<file path="src/rtl/ascii_dec_bin_stream_pkg.sv">
// Shared definitions for the serial ASCII-decimal to binary converter:
// ASCII digit bounds and the converter FSM state encoding.
package ascii_dec_bin_stream_pkg;

   localparam logic [6:0] ASCII_ZERO = 7'h30;
   localparam logic [6:0] ASCII_NINE = 7'h39;

   typedef enum logic [1:0] {
      ST_IDLE  = 2'd0,
      ST_ACCUM = 2'd1,
      ST_DONE  = 2'd2
   } state_t;

endpackage

</file>
<file path="src/rtl/ascii_digit_decode.sv">
// Combinational ASCII digit classifier: flags '0'..'9' and yields its value.
module ascii_digit_decode
   import ascii_dec_bin_stream_pkg::*;
(
   input  logic [6:0] in_char,
   output logic       is_digit,
   output logic [3:0] digit
);

   // Low nibble of 0x30..0x39 is already the digit value.
   always_comb begin
      is_digit = (in_char >= ASCII_ZERO) && (in_char <= ASCII_NINE);
      digit    = is_digit ? in_char[3:0] : 4'd0;
   end

endmodule

</file>
<file path="src/rtl/ascii_dec_bin_stream.sv">
// Serial ASCII-decimal to binary converter: accumulates an MSB-first digit
// stream into an unsigned result, flagging non-digits and over-length numbers.
module ascii_dec_bin_stream
   import ascii_dec_bin_stream_pkg::*;
#(
   parameter int NDIG  = 4,
   parameter int OUT_W = $clog2(10**NDIG)
)(
   input  logic                       clk,
   input  logic                       rst,
   input  logic                       in_valid,
   output logic                       in_ready,
   input  logic [6:0]                 in_char,
   input  logic                       in_last,
   output logic                       out_valid,
   input  logic                       out_ready,
   output logic [OUT_W-1:0]           out_bin,
   output logic [$clog2(NDIG+1)-1:0]  out_ndig,
   output logic                       out_err
);

   localparam int NW = $clog2(NDIG+1);
   localparam logic [NW-1:0] NDIG_MAX = NW'(NDIG);

   state_t          state, state_next;
   logic [OUT_W-1:0] acc, acc_next, acc_mac;
   logic [NW-1:0]   ndig, ndig_next;
   logic            err, err_next;
   logic            is_digit;
   logic [3:0]      digit;
   logic            accept;

   ascii_digit_decode u_decode (
      .in_char  (in_char),
      .is_digit (is_digit),
      .digit    (digit)
   );

   assign in_ready  = (state != ST_DONE);
   assign out_valid = (state == ST_DONE);
   assign accept    = in_valid && in_ready;

   // acc*10 as shift-add at OUT_W+4 bits; it never overflows within NDIG digits.
   assign acc_mac = OUT_W'(({4'd0, acc} << 3) + ({4'd0, acc} << 1)
                           + {{OUT_W{1'b0}}, digit});

   always_comb begin
      state_next = state;
      acc_next   = acc;
      ndig_next  = ndig;
      err_next   = err;
      case (state)
         ST_IDLE, ST_ACCUM: begin
            if (accept) begin
               if (is_digit && (ndig != NDIG_MAX)) begin
                  acc_next  = acc_mac;
                  ndig_next = ndig + NW'(1);
               end else begin
                  err_next = 1'b1;
               end
               state_next = in_last ? ST_DONE : ST_ACCUM;
            end
         end
         ST_DONE: begin
            if (out_ready) begin
               state_next = ST_IDLE;
               acc_next   = '0;
               ndig_next  = '0;
               err_next   = 1'b0;
            end
         end
         default: state_next = ST_IDLE;
      endcase
   end

   always_ff @(posedge clk) begin
      if (rst) begin
         state <= ST_IDLE;
         acc   <= '0;
         ndig  <= '0;
         err   <= 1'b0;
      end else begin
         state <= state_next;
         acc   <= acc_next;
         ndig  <= ndig_next;
         err   <= err_next;
      end
   end

   assign out_bin  = acc;
   assign out_ndig = ndig;
   assign out_err  = err;

endmodule

</file>
<file path="config.mk">
export PLATFORM = sky130hd
export DESIGN_NAME = ascii_dec_bin_stream
export DESIGN_NICKNAME = d
export VERILOG_FILES = /design/src/rtl/ascii_dec_bin_stream_pkg.sv /design/src/rtl/ascii_digit_decode.sv /design/src/rtl/ascii_dec_bin_stream.sv
export SDC_FILE = /design/constraint.sdc
export NUM_CORES = 1
export LEC_CHECK = 0
export ABC_AREA = 1
export CAP_MARGIN = 5
export CORE_ASPECT_RATIO = 2
export CORE_UTILIZATION = 50
export DETAILED_ROUTE_END_ITERATION = 7
export PLACE_DENSITY_LB_ADDON = 0.2
export SKIP_CTS_REPAIR_TIMING = 1
export SLEW_MARGIN = 20
export SYNTH_ARGS = -nofsm -noshare
export SYNTH_HDL_FRONTEND = slang
export SYNTH_HIERARCHICAL = 1
export SYNTH_SLANG_ARGS = --single-unit
</file>
<file path="constraint.sdc">
create_clock -name clk -period 7.7 [get_ports clk]
set_input_delay 1.925 -clock clk [delete_from_list [all_inputs] [get_ports clk]]
set_output_delay 1.925 -clock clk [all_outputs]
set_load 0.03 [all_outputs]
</file>
==> results.json <==
{
  "firstDrtPassIters": 6,
  "yosysWarnings": 6,
  "max-cap-violations": 0,
  "synth_area_leaders": "dfxtp_1 (23%), ha_1 (17%), nand2_1 (15%)",
  "yosys.area_share.xor_xnor": 0.00992,
  "startpoint_type": "input pin",
  "cts_made_buffers": 3,
  "worst-path-stages": 16,
  "cts_tree": "done",
  "die_x_um": 44.0,
  "synthCells": 258,
  "htreeDepth": 1,
  "dpl.cell_count": 317,
  "power.internal_mw": 0.185,
  "min_path_cells": 2,
  "synthMuxAreaShare": 0,
  "final_util": 0.638,
  "critPathCaptureType": "register",
  "portBuffers": 31,
  "cts.path.max_buffers": 2,
  "rsz0062_at_grt": "false",
  "num_io_pins": 32,
  "leakagePower_nw": 1.08,
  "regArea_um2": 400,
  "cp_slowest_cell": "clkdlybuf4s50_1",
  "via_per_inst": 5.24,
  "pwr-share-seq": 0.447,
  "coreArea_um2": 3380,
  "grt_max_degree": 19,
  "clk_pin_slew_ps": 70,
  "violations": "DRC",
  "synth_nets": 296,
  "fin_area_um2": 2160,
  "wl_per_cell_um": 13.1,
  "pwr-share-clk": 0.447,
  "status": "complete, but fails checks",
  "nFillCells": 322,
  "setup_viol": 0,
  "synth_compound_area_frac": 0.107,
  "wl_um": 4200,
  "drv_slew": 0,
  "synth_top_family_by_area": "simple AND/OR/NAND/NOR gates",
  "layout.nets": 328,
  "path_cells": "clkdlybuf4s50_1, o21ai_1, nand2_1, nor2_1, ha_1, ha_1, inv_1, fa_1, inv_1, nand3_1, nand3_1, nand2_1, nand2_1, nand2_1, nand3_1, a21oi_2",
  "setup_tns_ps": 0,
  "ff2ff_path_depth": 11,
  "top_usage_layer": "met2",
  "p_sw_frac": 0.217,
  "arrival_ps": 4350,
  "drive_above_1_share": 0.0934,
  "synth_top_area_share": 0.227,
  "slowest_delay_ps": 500,
  "dieArea_um2": 3790,
  "syn_to_final_growth_pct": 22.1,
  "ctsRootBufferMaster": "clkbuf_8",
  "initial_core_util": 0.523,
  "synth.avg_cell_area_um2": 6.84,
  "grt_pass1_wl_um": 7050,
  "clock-sinks": 20,
  "synth_area_um2": 1770,
  "met1_usage": 0.264,
  "p_total_mw": 0.237,
  "critPathMaxFanout": 4,
  "antenna_found_initial": 0,
  "synth_top_cell_by_area": "dfxtp_1",
  "dr.first_iter.drc_count": 45,
  "crit_top_cell": "nand2_1",
  "met2_usage": 0.439,
  "hold_viol_final": 0,
  "fmax_ghz": 0.236,
  "ys_ff_latch": 20,
  "track_usage": 0.244,
  "synth-seq-area-share": 0.227,
  "diodes": 0,
  "r2r_setup_slack_ps": 5350,
  "min_period_over_period": 0.549,
  "clock_latency_ps": 260,
  "placed_area_um2": 2080,
  "synth_fa_ha_area_frac": 0.193,
  "path_buf_inv": 3,
  "finalCriticalPeriod_ps": 4230,
  "row_count": 30,
  "vias": 1683,
  "slew_headroom": 0.443,
  "holdCritPathClass": "reg2reg",
  "power_switching_mw": 0.0514,
  "netlist-cell-type-count": 29,
  "gp_congestion": 0.894,
  "cp_top_family": "adder cells",
  "path_class": "in2reg",
  "required_ps": 7820,
  "multi_input_area_um2": 1160,
  "power.density_nw_per_um2": 110,
  "grt_overflow_total": 0,
  "fin_cells": 321,
  "ir_drop_mv": 0.114,
  "hpwl_um": 3350,
  "antenna_left": 0,
  "worst_pin_slew_ps": 833,
  "fin_skew_ps": 0.534,
  "grt_pass1_vias": 1623,
  "die_y_um": 86.0,
  "drc": 1,
  "yosys.area_share.simple": 0.350,
  "p_comb_frac": 0.106,
  "grt_use_met3": 0.0337
}
[synthesized netlist by cell type (all sizes together)]
master  number
buf          3
nor3         3
dfxtp       20
nor3b        1
a41oi        1
nor2        18
xor2         2
inv         45
ha          24
o21ai        6
or2          2
nand2       79
nand3       19
fa           2
nand4        4
a21oi       24
nand3b       4
clkbuf       1
[through the flow]
step	hold slack [ps]	worst slack, ps
after floorplan	486	3900
after global placement	467	3210
after detailed placement	477	3200
after CTS	496	3460
after global routing	511	3270
final	487	3470
[cell type report]
cell class / count / share of cell area
well taps: 32 / 0.0186
clock buffers: 3 / 0.0192
clock inverters: 1 / 0.0139
repair buffers: 31 / 0.144
multi-input cells: 189 / 0.540
inverters: 45 / 0.0784
flip-flops and latches: 20 / 0.186
[logic make-up after synthesis]
logic type,after synthesis
AO/OA/AOI/OAI,31
XOR/XNOR,2
adder cells (fa/ha/maj),26
buffers and inverters,49
flip-flops,20
AND/OR/NAND/NOR,130
[final timing paths]
check / start / to
worst min-delay path: out_err$_SDFFE_PP0P_ / out_err$_SDFFE_PP0P_
worst max-delay path: in_char[1] / out_bin[10]$_SDFFE_PP0P_
worst min register to register: out_err$_SDFFE_PP0P_ / out_err$_SDFFE_PP0P_
worst max register to register: out_bin[0]$_SDFFE_PP0P_ / out_bin[10]$_SDFFE_PP0P_
[flip-flops by register name, indices dropped and copies added (netlist names)]
name	count
out_bin	14
out_err	1
out_ndig	3
state	2
[worst reg2reg max path: stages, from the launching register on]
cell and delay (ps):
dfxtp_1 440, inv_1 100, fa_1 530, fa_1 470
inv_1 130, nand3_1 80, nand3_1 120, nand2_1 90
nand2_1 80, nand2_1 50, nand3_1 80, a21oi_2 50
[power groups by stage]
stage               Sequential [mW]  Clock (mW)  Combinational [mW]
floorplan                     0.109           0              0.0139
global placement              0.108           0              0.0249
detailed placement            0.108           0              0.0252
CTS                           0.106       0.106              0.0254
global route                  0.106       0.111              0.0277
finish                        0.106       0.106              0.0251
[per-layer routing]
layer / wire (um) / vias up
li1: - / 887
met1: 1560 / 745
met2: 2360 / 41
met3: 113 / 10
met4: 159 / 0
met5: 0 / -
[layout by cell type, fill, tap and decap left out, types with 2 or more instances in the layout]
master           count
nor2_4               2
o21ai_0              3
nand3b_1             4
fa_1                 2
nand2_1             71
nand2_4              2
nand4_1              4
nor2_1              14
inv_2                2
a21oi_1             16
ha_1                24
o21ai_1              3
inv_1               43
nand3_1             19
a21oi_2              8
dfxtp_1             20
clkdlybuf4s50_1     31
clkbuf_8             3
nor3_1               3
xor2_1               2
nand2_2              6
No activity file was read; power rests on OpenSTA's default activity.
